**config.mk**
```make
export PLATFORM = sky130hd
export DESIGN_NAME = seq_shift_left
export DESIGN_NICKNAME = d
export VERILOG_FILES = /design/src/rtl/seq_shift_left.sv
export SDC_FILE = /design/constraint.sdc
export NUM_CORES = 1
export LEC_CHECK = 0
export ABC_AREA = 1
export CORE_ASPECT_RATIO = 1.2
export CORE_UTILIZATION = 47
export DETAILED_ROUTE_END_ITERATION = 7
export GPL_TIMING_DRIVEN = 1
export HOLD_SLACK_MARGIN = 0.12
export PLACE_DENSITY = 0.83
export SLEW_MARGIN = 20
export SYNTH_ARGS = -nofsm -noshare
export SYNTH_HDL_FRONTEND = slang
export SYNTH_SLANG_ARGS = --single-unit
```
**constraint.sdc**
```tcl
create_clock -name clk -period 2 [get_ports clk]
set_clock_uncertainty 0.2 [all_clocks]
set_input_delay 0.3 -clock clk [delete_from_list [all_inputs] [get_ports clk]]
set_output_delay 0.3 -clock clk [all_outputs]
set_load 0.005 [all_outputs]
```
**src/rtl/seq_shift_left.sv**
```systemverilog
// Multi-cycle logical left shifter: dataA << dataB[SHAMT_W-1:0] under a start/busy/done handshake.
// Optional SHIFT_STEP4_EN: take 4-bit steps while at least 4 positions remain (shorter latency, same result).
module seq_shift_left #(
  parameter int         WIDTH   = 32,
  parameter int         SHAMT_W = 5,
  parameter logic [5:0] SLL     = 6'b000000
) (
  input  logic             clk,
  input  logic             reset,
  input  logic             start,
  input  logic [5:0]       Signal,
  input  logic [WIDTH-1:0] dataA,
  input  logic [WIDTH-1:0] dataB,
  output logic [WIDTH-1:0] dataOut,
  output logic             busy,
  output logic             done
);

  typedef enum logic [1:0] {IDLE, SHIFT, DONE} state_t;

  state_t             state, state_nx;
  logic [WIDTH-1:0]   acc, acc_nx;
  logic [SHAMT_W-1:0] count, count_nx;
  logic               load_out;
  logic               accept;

  // Only the low SHAMT_W bits of dataB form the shift amount.
  logic unused_b;
  assign unused_b = ^dataB[WIDTH-1:SHAMT_W];

  assign accept = start && (Signal == SLL);

  always_comb begin
    state_nx = state;
    acc_nx   = acc;
    count_nx = count;
    load_out = 1'b0;
    case (state)
      IDLE: begin
        if (accept) begin
          acc_nx   = dataA;
          count_nx = dataB[SHAMT_W-1:0];
          if (dataB[SHAMT_W-1:0] == '0) begin
            state_nx = DONE;
            load_out = 1'b1;
          end else begin
            state_nx = SHIFT;
          end
        end
      end
      SHIFT: begin
`ifdef SHIFT_STEP4_EN
        if (count >= SHAMT_W'(4)) begin
          acc_nx   = acc << 4;
          count_nx = count - SHAMT_W'(4);
        end else begin
          acc_nx   = acc << 1;
          count_nx = count - SHAMT_W'(1);
        end
`else
        acc_nx   = acc << 1;
        count_nx = count - SHAMT_W'(1);
`endif
        // dataOut captures the final value on the same edge that enters DONE.
        if (count_nx == '0) begin
          state_nx = DONE;
          load_out = 1'b1;
        end
      end
      DONE:    state_nx = IDLE;
      default: state_nx = IDLE;
    endcase
  end

  always_ff @(posedge clk or negedge reset) begin
    if (!reset) state <= IDLE;
    else        state <= state_nx;
  end

  always_ff @(posedge clk or negedge reset) begin
    if (!reset) begin
      acc     <= '0;
      count   <= '0;
      dataOut <= '0;
    end else begin
      acc   <= acc_nx;
      count <= count_nx;
      if (load_out) dataOut <= acc_nx;
    end
  end

  assign busy = (state != IDLE);
  assign done = (state == DONE);

endmodule

```
=== Word level (Yosys, flattened, before mapping) ===
Index checks and enable logic that the tools add are counted.
W data, S select, Z words.

* Register bits: 71
* Output and inout bits: 34
* Word-level logic and storage cells: 30

* Add/subtract/negate cells: 1
* Equality and inequality tests: 4
* Muxes and demuxes: 12
* Reductions and logical operators: 9

{| class="wikitable"
|+ Operator list
! operator !! number
|-
| $pmux W32 S2 || 1
|-
| $mux W32 || 1
|-
| $logic_not A5 Y1 || 2
|-
| $pmux W5 S2 || 1
|-
| $logic_not A6 Y1 || 1
|-
| $mux W2 || 3
|-
| $mux W5 || 1
|-
| $sub A5 B1 Y5 const B || 1
|-
| $ne A2 B2 Y1 const B || 2
|-
| $pmux W2 S2 || 1
|-
| $reduce_and A2 Y1 || 2
|-
| $reduce_bool A2 Y1 || 2
|-
| $mux W1 || 3
|-
| $eq A2 B1 Y1 const B || 1
|-
| $eq A2 B2 Y1 const B || 1
|-
| $logic_not A2 Y1 || 1
|-
| $pmux W1 S2 || 1
|-
| $logic_and A1 B1 Y1 || 1
|}

=== Depth between registers and ports, before layout ===
* Depth after elaboration: 4
* Depth in mapped cells: 11

=== Worst setup path after synthesis ===
OpenSTA, ideal clock, no wires.

* Path kind: register -> register
* Start point: register count[0]
* End point: register dataOut[10]
* Data arrival time: 1.410 ns
* Slack: 0.273 ns
* Stages on the path, launching flop included: 11
* Buffers on the path: 1
* Period minus slack after synthesis: 1.727 ns
* Cells stage by stage: dfrtp_1 inv_1 ha_1 inv_1 nand2_1 nand2_1 nor2_2 nand4_4 buf_2 nand3_1 nand2_1

* Word-level cells in the longest chain between the ends: 4

{| class="wikitable"
|+ RTL lines
! item !! line !! text
|-
| start, declared || 23 || <nowiki>logic [SHAMT_W-1:0] count, count_nx;</nowiki>
|-
| start signal, assigned || 87 || <nowiki>count <= count_nx;</nowiki>
|-
| $sub A5 B1 Y5 || 62 || <nowiki>count_nx = count - SHAMT_W'(1);</nowiki>
|-
| $logic_not A5 Y1 || 65 || <nowiki>if (count_nx == '0) begin</nowiki>
|-
| $mux W1 || 65 ||
|-
| $pmux W1 S2 || 38 || <nowiki>case (state)</nowiki>
|-
| end signal, assigned || 88 || <nowiki>if (load_out) dataOut <= acc_nx;</nowiki>
|-
| end, declared || 14 || <nowiki>output logic [WIDTH-1:0] dataOut,</nowiki>
|}

No other way between the ends.
A chain may end at the register's enable or synchronous reset.

=== Worst setup path in the final report ===
* Start point: register state[0]
* End point: output port busy

* Word-level cells in the longest chain between the ends: 1

{| class="wikitable"
|+ RTL lines
! item !! line !! text
|-
| start, declared || 21 || <nowiki>state_t state, state_nx;</nowiki>
|-
| start signal, assigned || 77 || <nowiki>else state <= state_nx;</nowiki>
|-
| $reduce_bool A2 Y1 || 92 || <nowiki>assign busy = (state != IDLE);</nowiki>
|-
| end, declared || 15 || <nowiki>output logic busy,</nowiki>
|}

No other way between the ends.

==> results.py <==
metrics = {
    "global_route": {
        "antenna_found_initial": 0,
        "grt_pass1_wl_um": 14400,
        "met3_global_route_usage_pct": 3.30,
        "grt-ovfl-total": 0,
        "largest_net_degree_at_the_start_of_global_routing": 57,
        "use_met2_pct": 38.8,
        "first_global_vias": 3227,
        "gr-max-usage-layer": "met2",
        "routing_usage_on_met1_pct": 30.1,
        "grt_use_total_pct": 23.9,
    },
    "route": {
        "routed-via-count": 3280,
        "detail_route.drc_violations": 0,
        "routed_wire_length_per_instance_um": 14.3,
        "via_per_inst": 5.26,
        "routed_wl_um": 8900,
        "drt_iter0_drc": 239,
        "drt-pass1-iter-count": 5,
        "final_antenna_net_count": 0,
    },
    "logic_synthesis": {
        "post_synth_instance_area_um2": 3520,
        "synth_simple_gate_area_share_pct": 37.7,
        "post_synth_inst_count": 448,
        "post_synth_fa_ha_maj_area_fraction_pct": 0.710,
        "synth-compound-area-share_pct": 1.71,
        "yosys-mux-area-fraction_pct": 0,
        "avgSynthCellArea_um2": 7.86,
        "synth_cell_type_count": 22,
        "number_of_register_bits_inferred_by_synthesis": 71,
        "share_of_synthesized_area_occupied_by_flip_flops_and_latches_pct": 50.4,
        "synth_top_family_by_area": "simple AND/OR/NAND/NOR gates",
        "synthesis.nets": 523,
        "yosys_warnings": 0,
        "xor_xnor_share_of_the_synthesized_area_pct": 0,
    },
    "worst_setup_path": {
        "r2r-end": "dataOut[25]",
        "critPathCaptureType": "output pin",
        "critical_path_class": "reg -> out",
        "cp_data_required_time_ps": 1500,
        "critical_path_peak_fanout": 3,
        "regToRegStartpoint": "count[0]",
        "timing.critical_path.slowest_stage_cell": "sky130_fd_sc_hd__dfrtp_1",
        "cp.arrival_ps": 1440,
        "critical_path_cell_list": "nor2_4 > inv_2 > clkdlybuf4s50_1",
        "crit_path_max_incr_delay_ps": 440,
        "r2r_cell_count": 11,
        "setup.reg_to_reg.worst_slack_ps": 130,
        "cp-start-kind": "flop",
    },
    "clock_tree": {
        "number_of_h_tree_levels": 3,
        "root_buffer": "sky130_fd_sc_hd__clkbuf_8",
        "cts_made_buffers": 9,
        "tritoncts": "done",
        "clk_pin_slew_worst_paths_ps": 80,
        "clkSinkCount": 71,
        "clock_insertion_delay_at_the_later_pin_of_the_skew_report_ps": 350,
        "clk_path_buf_depth": 2,
    },
    "run": {
        "drv_cap": 0,
    },
    "final_layout": {
        "number_of_nets_in_the_finished_design": 604,
        "antenna_cells_inserted": 0,
        "area_delta_synth_final_pct": 34.0,
        "fillers": 575,
        "commonest_non_fill_non_tap_cell_in_the_layout": "sky130_fd_sc_hd__nand2_1",
        "ff_latch_area_um2": 1780,
        "layout.cells.most_common_list": "176 x sky130_fd_sc_hd__nand2_1, 101 x sky130_fd_sc_hd__nand3_1, 77 x sky130_fd_sc_hd__clkdlybuf4s50_1",
        "drive_above_1_share_pct": 9.18,
        "multiInputGateArea_um2": 1430,
    },
    "timing": {
        "timing.final.hold_violations": 0,
        "worst_slew_margin_rel_pct": 73.0,
        "tightest_slew_ps": 405,
        "final_report_max_slew_violation_count": 0,
        "report.final.setup_viol": 0,
        "finalWorstPathRequiredPeriod_ps": 1940,
        "fmax_mhz": 517,
        "setup_total_negative_slack_ps": 0,
        "final_min_period_over_clock_period_pct": 96.8,
        "grt_setup_unrepaired": "no",
    },
    "place": {
        "dpl.hpwl_um": 5830,
        "port_buffers": 79,
        "place.gp.congestion": 0.814,
    },
    "floorplanning": {
        "design.die.area_um2": 7850,
        "rows": 34,
        "die_y_um": 96.8,
        "placeableCoreArea_um2": 7230,
        "pin_count": 107,
        "chipWidth_um": 81.0,
        "initial_utilization_pct": 48.7,
    },
    "outcome": {
        "run_status": "finished, final reports clean",
    },
    "min_path": {
        "hold_class": "in -> async",
    },
    "pwr": {
        "total_power_mw": 6.06,
        "max-vdd-ir-drop_mv": 0.597,
        "power.density_nw_per_um2": 1290,
        "power.leakage_nw": 2.33,
    },
}
==> area by class of cell <==
class / count / area share (%)
Clock buffer: 12 / 3.50
Timing Repair Buffer: 95 / 21.3
Clock inverter: 4 / 1.62
Tap cell: 90 / 2.39
Sequential cell: 71 / 37.7
Inverter: 41 / 3.26
Multi-Input combinational cell: 311 / 30.3
==> kinds of logic (layout without fill, tap and decap cells) <==
kind of cell	after synthesis	after routing
simple gates	299	299
compound gates	10	10
buf+inv	66	152
fa+ha+maj	2	2
flops	71	71
==> critical path, delay by kind of cell (launching register included) <==
kind / cells / cell delay (ps)
AND/OR/NAND/NOR: 1 / 150
flip-flops: 1 / 440
buffers and inverters: 2 / 490
==> metal layers <==
| layer | part of all wire [%] | routed length (µm) |
|---|---|---|
| met1 | 42 | 3730 |
| met2 | 49 | 4400 |
| met3 | 5.6 | 502 |
| met4 | 3.0 | 270 |
| met5 | 0 | 0 |
==> power by group <==
part | switching (mW) | leakage (nW) | internal [mW]
sequential | 0.329 | 0.820 | 2.00
combinational | 1.29 | 1.39 | 1.08
clock | 0.547 | 0.119 | 0.807
==> worst max-delay path by stage <==
stage	startpoint	to	slack, ps	depth (start not counted)
after floorplan	count[0]	dataOut[10]	270	10
after global placement	Signal[5]	count[3]	-7	8
after detailed placement	Signal[5]	count[2]	-80	8
after CTS	state[1]	done	40	3
after global routing	count[0]	dataOut[25]	3	11
final	state[0]	busy	60	3
==> timing repair <==
item	CTS	global route
resized for setup	0	6
endpoints found under the setup margin	0	33
hold endpoints to repair	71	0
setup buffers	0	2
hold buffers	1	0
==> synthesized netlist by cell type <==
cell type	number	share of area, %
sky130_fd_sc_hd__inv_1	37	3.9
sky130_fd_sc_hd__nand2_4	3	0.96
sky130_fd_sc_hd__o21ai_0	6	0.85
sky130_fd_sc_hd__nand2_1	176	19
sky130_fd_sc_hd__dfrtp_1	71	50
sky130_fd_sc_hd__or2_1	1	0.18
sky130_fd_sc_hd__nand2_2	2	0.36
sky130_fd_sc_hd__nand4_1	1	0.18
sky130_fd_sc_hd__inv_2	4	0.43
sky130_fd_sc_hd__nor2_4	2	0.64
sky130_fd_sc_hd__nor3_1	1	0.14
sky130_fd_sc_hd__buf_2	14	2.0
sky130_fd_sc_hd__nand3_1	101	14
sky130_fd_sc_hd__nand4_4	1	0.60
sky130_fd_sc_hd__o211ai_1	4	0.85
sky130_fd_sc_hd__nand3b_1	1	0.21
sky130_fd_sc_hd__ha_1	2	0.71
sky130_fd_sc_hd__buf_6	9	2.9
sky130_fd_sc_hd__nor2_1	8	0.85
sky130_fd_sc_hd__nor2_2	1	0.18
sky130_fd_sc_hd__clkbuf_1	2	0.21
sky130_fd_sc_hd__nor3_2	1	0.28
==> per-stage QoR <==
step,area (µm²),utilization (%),hold WS (ps),setup slack [ps],std cells
6_report,4720,65.2,207,64.4,624
3_3_place_gp,4410,60.9,40.2,-7.04,604
5_1_grt,4720,65.2,251,3.47,624
3_5_place_dp,4410,60.9,48.7,-82.0,604
4_1_cts,4660,64.4,209,36.1,621
2_1_floorplan,3520,-,-196,273,448
==> state kept, by name (all words and copies together), names as in the netlist <==
name     count
dataOut     32
count        5
acc         32
state        2
(Power assumes the default switching activity.)
